[config.mk]
export PLATFORM = sky130hd
export DESIGN_NAME = pipeline_hazard_ctrl_flat
export DESIGN_NICKNAME = d
export VERILOG_FILES = /design/src/rtl/pipeline_hazard_ctrl_pkg.sv /design/src/rtl/pipeline_hazard_ctrl_if.sv /design/src/rtl/pipeline_hazard_ctrl_sat_counter.sv /design/src/rtl/pipeline_hazard_ctrl.sv /design/src/flat_wrapper.sv
export SDC_FILE = /design/constraint.sdc
export NUM_CORES = 1
export LEC_CHECK = 0
export CORE_MARGIN = 2
export CORE_UTILIZATION = 52
export CTS_BUF_LIST = sky130_fd_sc_hd__clkbuf_16
export CTS_CLUSTER_SIZE = 16
export DETAILED_ROUTE_END_ITERATION = 12
export PLACE_DENSITY = 0.85
export SLEW_MARGIN = 30
export SYNTH_ARGS = -nofsm -noshare
export SYNTH_HDL_FRONTEND = slang
export SYNTH_SLANG_ARGS = --single-unit
[constraint.sdc]
create_clock -name clk -period 4.7 [get_ports clk]
set_clock_uncertainty 0.05 [all_clocks]
set_input_delay 0.94 -clock clk [delete_from_list [all_inputs] [get_ports clk]]
set_output_delay 0.94 -clock clk [all_outputs]
set_load 0.02 [all_outputs]
[src/rtl/pipeline_hazard_ctrl_pkg.sv]
// Shared state encodings and default stage indices for the pipeline hazard controller.
package pipeline_ctrl_pkg;

  typedef enum logic [1:0] {
    ST_RUN      = 2'd0,
    ST_MC_BUSY  = 2'd1,
    ST_REDIRECT = 2'd2
  } ctrl_state_e;

  localparam int STAGE_IF  = 0;
  localparam int STAGE_ID  = 1;
  localparam int STAGE_EX  = 2;
  localparam int STAGE_MEM = 3;
  localparam int STAGE_WB  = 4;

  localparam int DEF_NUM_STAGES = STAGE_WB + 1;

endpackage

[src/rtl/pipeline_hazard_ctrl_if.sv]
// Hazard event inputs and per-stage stall/flush outputs between the pipeline and its controller.
interface pipeline_hazard_ctrl_if #(
  parameter int NUM_STAGES = 5,
  parameter int MC_W       = 4
);
  logic                  branch_valid;
  logic                  branch_taken;
  logic                  branch_prediction;
  logic                  load_use_hazard;
  logic                  mc_start;
  logic [MC_W-1:0]       mc_latency;
  logic                  trap_req;
  logic                  redirect_ready;
  logic [NUM_STAGES-1:0] stall;
  logic [NUM_STAGES-1:0] flush;
  logic                  redirect_valid;

  modport master (
    output branch_valid, branch_taken, branch_prediction, load_use_hazard,
           mc_start, mc_latency, trap_req, redirect_ready,
    input  stall, flush, redirect_valid
  );

  modport slave (
    input  branch_valid, branch_taken, branch_prediction, load_use_hazard,
           mc_start, mc_latency, trap_req, redirect_ready,
    output stall, flush, redirect_valid
  );
endinterface

[src/rtl/pipeline_hazard_ctrl_sat_counter.sv]
// Saturating up-counter with synchronous reset; used for the hazard performance counters.
module sat_counter #(
  parameter int WIDTH = 16
) (
  input  logic             clk,
  input  logic             reset,
  input  logic             inc,
  output logic [WIDTH-1:0] count
);
  logic [WIDTH-1:0] count_reg;

  always_ff @(posedge clk) begin
    if (reset) begin
      count_reg <= '0;
    end else if (inc && (count_reg != '1)) begin
      count_reg <= count_reg + WIDTH'(1);
    end
  end

  assign count = count_reg;
endmodule

[src/rtl/pipeline_hazard_ctrl.sv]
// Pipeline hazard controller: turns branch, load-use, multicycle and trap events into
// per-stage stall/flush, tracks a RUN / MC_BUSY / REDIRECT FSM and two perf counters.
module pipeline_hazard_ctrl
  import pipeline_ctrl_pkg::*;
#(
  parameter int NUM_STAGES = DEF_NUM_STAGES,
  parameter int EX_STAGE   = STAGE_EX,
  parameter int MC_W       = 4,
  parameter int PERF_W     = 16
) (
  input  logic                  clk,
  input  logic                  reset,
  pipeline_hazard_ctrl_if.slave bus,
  output logic [1:0]            state,
  output logic [PERF_W-1:0]     mispredict_cnt,
  output logic [PERF_W-1:0]     stall_cycles
);

  ctrl_state_e           state_reg, state_next;
  logic [MC_W-1:0]       mc_cnt_reg, mc_cnt_next;
  logic [NUM_STAGES-1:0] stall_raw, flush_raw, stall_out;
  logic [NUM_STAGES-1:0] front_mask, trap_mask, ex_mask, post_ex_mask, live_mask;
  logic                  redirect_raw, mispredict_hit;

  // Constant stage masks: front = IF..EX, trap = IF..MEM-side (all but WB).
  genvar gi;
  generate
    for (gi = 0; gi < NUM_STAGES; gi++) begin : g_stage_mask
      assign front_mask[gi]   = (gi <= EX_STAGE);
      assign trap_mask[gi]    = (gi <= NUM_STAGES - 2);
      assign ex_mask[gi]      = (gi == EX_STAGE);
      assign post_ex_mask[gi] = (gi == EX_STAGE + 1);
      assign live_mask[gi]    = (gi < NUM_STAGES - 1);
    end
  endgenerate

  always_comb begin
    stall_raw      = '0;
    flush_raw      = '0;
    redirect_raw   = 1'b0;
    mispredict_hit = 1'b0;
    state_next     = state_reg;
    mc_cnt_next    = mc_cnt_reg;

    case (state_reg)
      ST_MC_BUSY: begin
        stall_raw   = front_mask;
        flush_raw   = post_ex_mask;
        mc_cnt_next = mc_cnt_reg - MC_W'(1);
        if (mc_cnt_reg <= MC_W'(1)) begin
          state_next = ST_RUN;
        end
      end
      ST_REDIRECT: begin
        redirect_raw = 1'b1;
        stall_raw[0] = 1'b1;
        flush_raw[1] = 1'b1;
        if (bus.redirect_ready) begin
          state_next = ST_RUN;
        end
      end
      default: begin
        // Encoding 3 is unreachable and falls through to RUN behaviour.
        mispredict_hit = bus.branch_valid && (bus.branch_taken != bus.branch_prediction);
        if (mispredict_hit) begin
          flush_raw = front_mask;
        end else begin
          if (bus.load_use_hazard) begin
            stall_raw[1:0] = 2'b11;
            flush_raw      = ex_mask;
          end
          if (bus.mc_start && (bus.mc_latency[MC_W-1:1] != '0)) begin
            mc_cnt_next = bus.mc_latency - MC_W'(1);
            state_next  = ST_MC_BUSY;
          end
        end
      end
    endcase

    // A trap overrides everything, including a mispredict in the same cycle.
    if (bus.trap_req) begin
      stall_raw      = '0;
      flush_raw      = trap_mask;
      mc_cnt_next    = '0;
      mispredict_hit = 1'b0;
      state_next     = ST_REDIRECT;
    end
  end

  always_ff @(posedge clk) begin
    if (reset) begin
      state_reg  <= ST_RUN;
      mc_cnt_reg <= '0;
    end else begin
      state_reg  <= state_next;
      mc_cnt_reg <= mc_cnt_next;
    end
  end

  assign stall_out          = reset ? '0 : (stall_raw & live_mask);
  assign bus.stall          = stall_out;
  assign bus.flush          = reset ? '0 : (flush_raw & live_mask);
  assign bus.redirect_valid = reset ? 1'b0 : redirect_raw;
  assign state              = state_reg;

  sat_counter #(.WIDTH(PERF_W)) u_mispredict_cnt (
    .clk   (clk),
    .reset (reset),
    .inc   (mispredict_hit),
    .count (mispredict_cnt)
  );

  sat_counter #(.WIDTH(PERF_W)) u_stall_cycles (
    .clk   (clk),
    .reset (reset),
    .inc   (stall_out[0]),
    .count (stall_cycles)
  );

endmodule

[src/flat_wrapper.sv]
// flat-port wrapper written by rule: the top's interface ports become plain ports
module pipeline_hazard_ctrl_flat import pipeline_ctrl_pkg::*;
#(
  parameter int NUM_STAGES = DEF_NUM_STAGES,
  parameter int EX_STAGE   = STAGE_EX,
  parameter int MC_W       = 4,
  parameter int PERF_W     = 16
)
  (clk, reset, state, mispredict_cnt, stall_cycles, bus_branch_valid, bus_branch_taken, bus_branch_prediction, bus_load_use_hazard, bus_mc_start, bus_mc_latency, bus_trap_req, bus_redirect_ready, bus_stall, bus_flush, bus_redirect_valid);
  pipeline_hazard_ctrl_if #(.NUM_STAGES(NUM_STAGES), .MC_W(MC_W)) bus_i ();
  input  logic clk;
  input  logic reset;
  output logic [1:0] state;
  output logic [PERF_W-1:0] mispredict_cnt;
  output logic [PERF_W-1:0] stall_cycles;
  input wire logic [$bits(bus_i.branch_valid)-1:0] bus_branch_valid;
  input wire logic [$bits(bus_i.branch_taken)-1:0] bus_branch_taken;
  input wire logic [$bits(bus_i.branch_prediction)-1:0] bus_branch_prediction;
  input wire logic [$bits(bus_i.load_use_hazard)-1:0] bus_load_use_hazard;
  input wire logic [$bits(bus_i.mc_start)-1:0] bus_mc_start;
  input wire logic [$bits(bus_i.mc_latency)-1:0] bus_mc_latency;
  input wire logic [$bits(bus_i.trap_req)-1:0] bus_trap_req;
  input wire logic [$bits(bus_i.redirect_ready)-1:0] bus_redirect_ready;
  output wire logic [$bits(bus_i.stall)-1:0] bus_stall;
  output wire logic [$bits(bus_i.flush)-1:0] bus_flush;
  output wire logic [$bits(bus_i.redirect_valid)-1:0] bus_redirect_valid;
  assign bus_i.branch_valid = bus_branch_valid;
  assign bus_i.branch_taken = bus_branch_taken;
  assign bus_i.branch_prediction = bus_branch_prediction;
  assign bus_i.load_use_hazard = bus_load_use_hazard;
  assign bus_i.mc_start = bus_mc_start;
  assign bus_i.mc_latency = bus_mc_latency;
  assign bus_i.trap_req = bus_trap_req;
  assign bus_i.redirect_ready = bus_redirect_ready;
  assign bus_stall = bus_i.stall;
  assign bus_flush = bus_i.flush;
  assign bus_redirect_valid = bus_i.redirect_valid;
  pipeline_hazard_ctrl #(.NUM_STAGES(NUM_STAGES), .EX_STAGE(EX_STAGE), .MC_W(MC_W), .PERF_W(PERF_W)) u_core (.clk(clk), .reset(reset), .bus(bus_i), .state(state), .mispredict_cnt(mispredict_cnt), .stall_cycles(stall_cycles));
endmodule
==> metrics.txt, run 1 <==
Synth Area in Compound Gates=9.53%; placed cell area=2680 µm²; Total Negative Setup Slacks=0 ps; Worst Setup End Kind=primary output; largest area contributor in the netlist=dfxtp_1; RSZ-0062 raised after global routing=false; FF-to-FF End=u_core.u_stall_cycles.count[15]$_SDFFE_PP0P_; R2R Setup Slk=about 2200 ps; CP delay by family, top=buffers and inverters; relative slew slack=54.9%; Critical Path RT=3710 ps; Yosys reg bits=38; slew at the pin closest to its max-slew limit=675 ps; Mean Syn Cell Area=roughly 8.2 µm²; critical path's slowest cell=clkdlybuf4s50_1; synth unique cells=40; status=finished clean; pin count of the biggest net entering global routing=39; Mapped Area=roughly 2100 µm²; clock root buffer=clkbuf_16; final WL=5000 µm; routed len/inst=13.9 µm; CTS Buf Count=5; largest family of logic cells by synthesized area=simple AND/OR/NAND/NOR gates; startpoint type of the worst setup path=input pin; Worst EP arrival=3040 ps; remaining global-route overflow=0; crit path cell chain=clkdlybuf4s50_1 -> or2_1 -> a311o_4 -> nor2_1 -> clkdlybuf4s50_1; reg2reg start=u_core.state[0]$_SDFFE_PP0P_; first-pass GRT wire length=7910 µm; core area=3970 µm²; die width=about 68 µm; Routability Congestion=between 0.7 and 0.8; Synth Instances=260; Worst setup startpoint=bus_trap_req; Layout Area Growth over Synthesis=31.8%; TritonCTS clock tree=done; post-cts hold buffer count=0; DRT Pass-1 Iters=5; initial DRC count=116; asr flop ratio synth=0%; Hold Vio Cnt, Final=0; post-synthesis simple-gate area fraction=29.8%; vias in the first global route=1806; # rows=23; drt drc=0; Adder-Cell Fraction of Synth Area=~4%; clk_lat worst skew=280 ps; mux cell area share after synthesis=2.81%; Final setup viols=0; Resize count post-CTS=0; sequential area share after synthesis=a little over a third; Overall Global Routing Usage=22.3%; Leak=0.955 nW; worst hold path cell count=2; Fillers=approximately 330; Sink Count=38; XOR/XNOR share of the synthesized area=12.3%; Synth warnings=0; initial antenna violation count=0; final instance area=2820 µm²; critical path type=input pin to primary output; Hold Slack=~470 ps; ANT cells=0; Synth area leaders=dfxtp_1 (36%), xnor2_1 (11%), nor2_1 (7.7%); Hold/Removal Path Class=flip-flop to flip-flop; Post-synth top cells=nor2_1 (44), dfxtp_1 (38), xnor2_1 (28); clk slew on worst S/H paths=60 ps; Power Density=about 260 nW/µm²; critical path's largest stage delay=610 ps; port bufs=54; Nets=329; final worst-path cycle share=between 80 and 90%; IO Pins=58; Initial Util=53.9%; Max VDD drop=between 0.2 and 0.25 mV; max cap viols=0; Die Y-Extent=roughly 70 µm; full die area=between 4000 and 5000 µm²; Crit path depth=5; Via Count=1989; CTS H-tree depth=2; Routed Antenna Nets=0; number of synthesized flops with an enable pin=0; DP Wirelength=3430 µm; crit path to=bus_stall[1]; Tot Pwr=740 µW; Buf/Inv on CP=2; FMAX=approximately 250 MHz; Worst R2R Path Depth=7; final setup margin=a little under 700 ps; most frequent CP cell=clkdlybuf4s50_1; post-route minimum period=between 4000 and 5000 ps; Synth Flop Type=dfxtp_1; ratio of cells with drive above 1 in the final layout=4.19%; Via-to-Cell Ratio=5.53; Final Max Slew Viols=0; most common cell in the synthesized netlist=nor2_1; worst slack, placed=between 600 and 700 ps; share of the synthesized area in the top cell type=35.6%; CP Max Fanout=16; clk buf depth=2; post-CTS setup buffer count=0
layout make-up:
cell class / count / area (µm²) / area share, %
multi-input cells: 197 / 1260 / 44.8
flip-flops and latches: 38 / 761 / 27.0
repair buffers: 56 / 556 / 19.7
clock buffers: 5 / 125 / 4.44
well taps: 50 / 62.6 / 2.22
inverters: 11 / 41.3 / 1.46
clock inverters: 3 / 12.5 / 0.444
cell families after synthesis:
logic type | Yosys count
buffers and inverters | 27
AO/OA/AOI/OAI | 30
adder cells (fa/ha/maj) | 7
AND/OR/NAND/NOR | 121
other | 1
multiplexers | 6
flip-flops | 38
XOR/XNOR | 30
layer usage:
layer  up-vias  share of wire, %  GRT usage, %
met5         -                 0             0
met4         0               1.4          9.75
met3         8               4.9          5.92
met2        49                46          36.3
met1       935                47          27.7
li1        997                 -             -
power breakdown:
group          switching (mW)  internal (mW)  total [mW]
registers             0.00466          0.327       0.331
clock network           0.123          0.192       0.314
logic                  0.0508         0.0437      0.0945
total                   0.178          0.562       0.740
metrics by stage:
stage,utilization (%),cells
6_report,71.0,360
5_1_grt,71.0,360
4_1_cts,71.0,360
3_5_place_dp,67.5,352
3_3_place_gp,67.5,352
2_1_floorplan,-,262
worst min-delay path: stages, from the launching register on:
cell     delay, ps
dfxtp_1        330
o21ai_0         80
a21oi_1         70
layout by cell type, fill, tap and decap left out, types with 2 or more instances in the layout:
cell and n:
nand3_1 9, and4_1 4, clkbuf_16 5, a31o_2 2, nor4_1 9, nor2_1 44
nor2b_1 4, buf_4 2, ha_1 7, conb_1 3, nor4b_1 3, clkdlybuf4s50_1 54
o21ai_0 6, dfxtp_1 38, nor3b_1 3, xnor2_1 28, a21oi_1 9, nand2b_1 5
a211oi_1 5, mux2i_1 6, nand4_1 8, nand2_1 12, o21bai_1 3, nor3_1 11
xor2_1 2, inv_1 12
how the worst min path moves through the flow:
stage                                                 startpoint                                      endpoint  slack, ps
finish              u_core.u_stall_cycles.count[15]$_SDFFE_PP0P_  u_core.u_stall_cycles.count[15]$_SDFFE_PP0P_        470
global route        u_core.u_stall_cycles.count[15]$_SDFFE_PP0P_  u_core.u_stall_cycles.count[15]$_SDFFE_PP0P_        500
CTS                 u_core.u_stall_cycles.count[15]$_SDFFE_PP0P_  u_core.u_stall_cycles.count[15]$_SDFFE_PP0P_        470
detailed placement  u_core.u_stall_cycles.count[15]$_SDFFE_PP0P_  u_core.u_stall_cycles.count[15]$_SDFFE_PP0P_        460
global placement    u_core.u_stall_cycles.count[15]$_SDFFE_PP0P_  u_core.u_stall_cycles.count[15]$_SDFFE_PP0P_        440
floorplan                      u_core.mc_cnt_reg[2]$_SDFFE_PP0P_             u_core.mc_cnt_reg[2]$_SDFFE_PP0P_        430
Power figures use the tool's default switching activity.
==> run 2: changes to the inputs <==
- ABC_AREA: unset -> 1
- CORE_MARGIN: 2 -> 8
- CORE_UTILIZATION: 52 -> 54
- REMOVE_ABC_BUFFERS: unset -> 1
==> run 2 against run 1 <==
Effect of this change: critical endpoint unchanged; count of clock-buffer cells in the layout unchanged; highest routed layer unchanged; synthesized cell count up 53%; critical path depth increased by 2.
==> metrics.txt, run 2 <==
DRT Pass-1 Iters=4 (-1); port bufs=54 (unchanged); TritonCTS clock tree=done; Synth area leaders=dfxtp_1 (30%), nand2_1 (17%), nor2_1 (10%); Routed Antenna Nets=0 (unchanged); share of the synthesized area in the top cell type=30.0% (-5.6 points); reg2reg start=u_core.state[0]$_SDFFE_PP0P_; final WL=6330 µm (+27%); Worst Setup End Kind=primary output; Layout Area Growth over Synthesis=27.1%; asr flop ratio synth=0% (unchanged); Mapped Area=2540 µm² (+19%); DP Wirelength=4690 µm (+37%); # rows=25 (+8.7%); CP Max Fanout=14 (-2); Hold Slack=467 ps (-4.01 ps); Synth Flop Type=dfxtp_1; Initial Util=54.8% (+0.96 points); Yosys reg bits=38 (unchanged); ratio of cells with drive above 1 in the final layout=11.4% (+7.2 points); crit path to=bus_stall[1]; startpoint type of the worst setup path=input pin; Power Density=252 nW/µm² (-4.1%); post-cts hold buffer count=0 (unchanged); number of synthesized flops with an enable pin=0 (unchanged); clk slew on worst S/H paths=50 ps (about the same); Sink Count=38 (unchanged); Overall Global Routing Usage=17.9% (-4.4 points); status=finished clean; Worst setup startpoint=reset; Hold Vio Cnt, Final=0 (unchanged); relative slew slack=55.9% (+1.0 points); initial antenna violation count=0 (unchanged); Hold/Removal Path Class=flip-flop to flip-flop; Final setup viols=0 (unchanged); Resize count post-CTS=0 (unchanged); Worst R2R Path Depth=8 (+1); post-CTS setup buffer count=0 (unchanged); Worst EP arrival=2760 ps (-280 ps); Post-synth top cells=nand2_1 (112), nor2_1 (71), dfxtp_1 (38); commonest cells after routing, fill and taps aside=nand2_1 (112), nor2_1 (71), clkdlybuf4s50_1 (54); largest area contributor in the netlist=dfxtp_1; Synth warnings=0 (unchanged); core area=4630 µm² (+17%); Synth Instances=397 (+53%); commonest non-fill, non-tap cell in the layout=nand2_1; post-route minimum period=3750 ps (-275 ps); sequential area share after synthesis=30.0% (-5.6 points); die width=84.6 µm (+24%); Fillers=389 (+17%); R2R Setup Slk=2600 ps (+450 ps); initial DRC count=109 (-6.0%); vias in the first global route=2523 (+40%); first-pass GRT wire length=10800 µm (+37%); Die Y-Extent=84.6 µm (+24%); FF/Latch Area=761 µm² (unchanged); Final Max Slew Viols=0 (unchanged); CTS H-tree depth=2 (unchanged); full die area=7150 µm² (+54%); final worst-path cycle share=79.8% (-5.9 points); critical path type=input pin to primary output; drt drc=0 (unchanged); Max VDD drop=0.170 mV (-26%); Nets=468 (+42%); FF-to-FF End=u_core.u_mispredict_cnt.count[8]$_SDFFE_PP0P_; Routability Congestion=0.908 (+15%); IO Pins=58 (unchanged); remaining global-route overflow=0 (unchanged); Mean Syn Cell Area=6.39 µm² (-22%); Via-to-Cell Ratio=5.17 (-6.5%); pin count of the biggest net entering global routing=26 (-33%); most common cell in the synthesized netlist=nand2_1; Leak=1.18 nW (+23%); max cap viols=0 (unchanged); Via Count=2599 (+31%); clock root buffer=clkbuf_16; Total Negative Setup Slacks=0 ps (unchanged); RSZ-0062 raised after global routing=false; multi-input logic area=1550 µm² (+23%); Critical Path RT=3710 ps (about the same); CTS Buf Count=5 (unchanged); synth unique cells=32 (-20%); routed len/inst=12.6 µm (-9.4%); slew at the pin closest to its max-slew limit=661 ps (-13.6 ps); clk_lat worst skew=280 ps (about the same); FMAX=267 MHz (+7.3%); ANT cells=0 (unchanged); clk buf depth=2 (unchanged)
run 2: changes by cell type in the layout (fill, tap and decap cells not counted), sizes merged, moves of 5 or more:
cell    before  now
xnor2       28    5
nand3        9   20
nor3        11    2
mux2i        6    1
nand2b       5    0
nor2        44   79
a21oi        9   35
nand2       12  128
inv         12   36
nor4        10    0
o21ai        6   17
a211oi       5    0
run 2: through the flow:
stage | std cells | worst slack [ps] | total power, mW | cell area (µm²) | utilization, %
finish | 503 | 949 | 0.812 | 3230 | 69.7
global route | 503 | 872 | 0.838 | 3230 | 69.7
detailed placement | 495 | 957 | 0.441 | 3060 | 66.1
CTS | 503 | 943 | 0.818 | 3230 | 69.7
global placement | 495 | 1000 | 0.438 | 3060 | 66.1
floorplan | 386 | 2000 | 0.397 | 2440 | -
run 2: layout make-up:
cell class | instances | share of cell area [%]
clock buffer | 5 | 3.88
clock inverter | 3 | 1.24
inverter | 36 | 4.19
multi-input combinational | 312 | 48.0
sequential | 38 | 23.6
tap | 54 | 2.09
timing repair buffer | 55 | 17.0
run 2: kinds of logic after synthesis:
family                   share of synthesized area (%)
AO/OA/AOI/OAI                                     12.5
buffers and inverters                             9.32
flip-flops                                        30.0
AND/OR/NAND/NOR                                   40.5
adder cells (fa/ha/maj)                           3.45
multiplexers                                     0.394
other                                            0.148
XOR/XNOR                                          3.79
run 2: metal layers:
metal	up-vias	wire, µm	track usage (%)
met5	-	0	0
met3	16	300	4.49
met4	0	155	6.96
met2	63	3150	32.9
li1	1348	-	-
met1	1172	2720	19.1
run 2: worst min-delay path by stage:
stage                                            startpoint                                 to  slack [ps]  cells past startpoint
after floorplan           u_core.mc_cnt_reg[1]$_SDFFE_PP0P_  u_core.mc_cnt_reg[1]$_SDFFE_PP0P_         430                      2
after global placement    u_core.mc_cnt_reg[0]$_SDFFE_PP0P_  u_core.mc_cnt_reg[0]$_SDFFE_PP0P_         440                      2
after detailed placement  u_core.mc_cnt_reg[1]$_SDFFE_PP0P_  u_core.mc_cnt_reg[1]$_SDFFE_PP0P_         460                      2
after CTS                 u_core.mc_cnt_reg[0]$_SDFFE_PP0P_  u_core.mc_cnt_reg[0]$_SDFFE_PP0P_         470                      2
after global routing           u_core.state[1]$_SDFFE_PP0P_       u_core.state[1]$_SDFFE_PP0P_         490                      2
final                     u_core.mc_cnt_reg[0]$_SDFFE_PP0P_  u_core.mc_cnt_reg[0]$_SDFFE_PP0P_         470                      2
run 2: critical path, cell delays in order:
cell and delay, ps:
clkdlybuf4s50_1 460, inv_2 240, nand2_2 120, a21oi_2 130, nand2_2 110, a21oi_1 130, clkdlybuf4s50_1 630
run 2: power by group:
| part | total [mW] | internal (mW) | switching [mW] |
|---|---|---|---|
| Combinational | 0.102 | 0.0400 | 0.0619 |
| Sequential | 0.332 | 0.327 | 0.00519 |
| Clock | 0.378 | 0.248 | 0.130 |
==> variant: new RTL, flow settings as in run 1 <==
`MC_W` is set to 4 in 3 places; all go to 5.
--- a/src/rtl/pipeline_hazard_ctrl_if.sv
+++ b/src/rtl/pipeline_hazard_ctrl_if.sv
@@ -3,3 +3,3 @@
   parameter int NUM_STAGES = 5,
-  parameter int MC_W       = 4
+  parameter int MC_W       = 5
 );
--- a/src/rtl/pipeline_hazard_ctrl.sv
+++ b/src/rtl/pipeline_hazard_ctrl.sv
@@ -7,3 +7,3 @@
   parameter int EX_STAGE   = STAGE_EX,
-  parameter int MC_W       = 4,
+  parameter int MC_W       = 5,
   parameter int PERF_W     = 16
--- a/src/flat_wrapper.sv
+++ b/src/flat_wrapper.sv
@@ -5,3 +5,3 @@
   parameter int EX_STAGE   = STAGE_EX,
-  parameter int MC_W       = 4,
+  parameter int MC_W       = 5,
   parameter int PERF_W     = 16
Ports: changed (resized bus_mc_latency); port bits go from 58 to 59. No check against the original RTL was run, so the function may have changed too.
==> variant against run 1 <==
- area after synthesis up 4.5%
- sequential cell count up 1
- register-to-register slack better by 0.26 ns
- sequential power up 3%
- hold slack worse by 0.00081 ns
- non-clock buffer count unchanged
- total power up 12%
- final cell count up 3.6%
- clock power up 22%
- routed wire length up 5.2%
- final area up 5.3%
- first-iteration DRC count up 110%
- worst setup slack worse by 0.0024 ns
- largest power group is now clock
==> variant: results (changes against run 1) <==
* Fin cells at 373 (+3.6%)
* Initial DRT Pass Iterations at 4 (-1)
* Ranking of synthesized cells by area: dfxtp_1, nor2_1, xor2_1
* Total track usage at 0.220 (-0.00394)
* Ys Warns at 0 (unchanged)
* Worst setup margin at 0.672 ns (-0.00239 ns)
* Ys async rst share at 0 (unchanged)
* Worst Path Arrival at 3.04 ns (about the same)
* Max-cap violation count at 0 (unchanged)
* GR Util met3 at 0.0640 (+0.00474)
* Fill cells at 294 (-11%)
* Layout overhead on the synthesized area at 32.8%
* P_leak at 1.06 nW (+11%)
* Place WS at 0.685 ns (+0.0152 ns)
* HPWL after detailed placement at 3740 um (+9.1%)
* FF-to-FF End: u_core.u_mispredict_cnt.count[6]$_SDFFE_PP0P_
* Wire length per cell at 14.1 um (+1.5%)
* Sequential cell area fraction in the yosys report at 0.349 (-0.00637)
* Routability cong. at 0.912 (+16%)
* First-pass GRT wire length at 8840 um (+12%)
* Htree depth at 2 (unchanged)
* Crit path largest cell delay at 0.63 ns (+0.02 ns)
* Post-synth top cells: dfxtp_1, nor2_1, nand2_1
* Met1 wire length at 2440 um (+3.2%)
* Clk power at 0.384 mW (+22%)
* Fraction of layout cells with a size suffix above 1 at 0.0712 (+0.0293)
* Max layer used: met4
* Netlist cell types at 49 (+23%)
* Clock buffer depth at 2 (unchanged)
* Met2 Resource Use GR at 0.332 (-0.0306)
* Pin count of the biggest net entering global routing at 38 (-2.6%)
* WL met3 at 372 um (+53%)
* Post-DP Area at 0.00280 mm^2 (+4.4%)
* Avg Cell Area, Syn at 8.34 um^2 (+1.4%)
* Slew headroom at 0.536 (-0.0130)
* Root Driver: clkbuf_16
* First DRT Iteration DRCs at 244 (+110%)
* NetSw at 0.197 mW (+10%)
* Via Count at 2101 (+5.6%)
* Sequential power at 0.341 mW (+3%)
* Vias in the first global route at 1941 (+7.5%)
* Worst path slowest cell: clkdlybuf4s50_1
* PortBufs at 55 (+1.9%)
* R2r worst-path depth at 7 (unchanged)
* Outcome: finished clean
* Seq pwr share at 0.412 (-0.035)
* Routed wl met2 at 2370 um (+2.2%)
* Final net count at 343 (+4.3%)
* GR Util met1 at 0.295 (+0.0181)
* R2R Setup Slk at 2.41 ns (+0.26 ns)
* VDD IR max at 0.179 mV (-22%)
* CP startpoint: bus_branch_prediction
* CP max FO at 12 (-4)
variant: logic make-up (layout without fill, tap and decap cells):
group,after synthesis,count (layout),synth area share
DFF,39,39,0.349
xor gates and xnor gates,28,28,0.113
muxes,4,4,0.0179
AOI/OAI and AO/OA,44,44,0.131
buffers and inverters,27,80,0.0554
adders and majority gates,7,7,0.0392
other,1,3,0.00168
and+or+nand+nor,118,118,0.292
variant: worst min path at each step:
| stage | startpoint | endpoint | slack, ns | cells after the start |
|---|---|---|---|---|
| global placement | u_core.u_stall_cycles.count[15]$_SDFFE_PP0P_ | u_core.u_stall_cycles.count[15]$_SDFFE_PP0P_ | 0.45 | 2 |
| floorplan | u_core.mc_cnt_reg[2]$_SDFFE_PP0P_ | u_core.mc_cnt_reg[2]$_SDFFE_PP0P_ | 0.44 | 2 |
| detailed placement | u_core.u_stall_cycles.count[15]$_SDFFE_PP0P_ | u_core.u_stall_cycles.count[15]$_SDFFE_PP0P_ | 0.46 | 2 |
| global route | u_core.u_stall_cycles.count[15]$_SDFFE_PP0P_ | u_core.u_stall_cycles.count[15]$_SDFFE_PP0P_ | 0.50 | 2 |
| finish | u_core.u_stall_cycles.count[15]$_SDFFE_PP0P_ | u_core.u_stall_cycles.count[15]$_SDFFE_PP0P_ | 0.47 | 2 |
| CTS | u_core.u_stall_cycles.count[15]$_SDFFE_PP0P_ | u_core.u_stall_cycles.count[15]$_SDFFE_PP0P_ | 0.48 | 2 |
variant: area by class of cell:
class | instances | share of cell area
multi-input cells | 204 | 0.451
flip-flops and latches | 39 | 0.263
repair buffers | 56 | 0.188
clock buffers | 5 | 0.0421
well taps | 50 | 0.0211
inverters | 16 | 0.0202
clock inverters | 3 | 0.0147
variant: critical path: cells and delay by family:
family          cells  cell delay (ns)
buf+inv             2             1.11
xor+xnor            1             0.39
compound gates      2             0.60
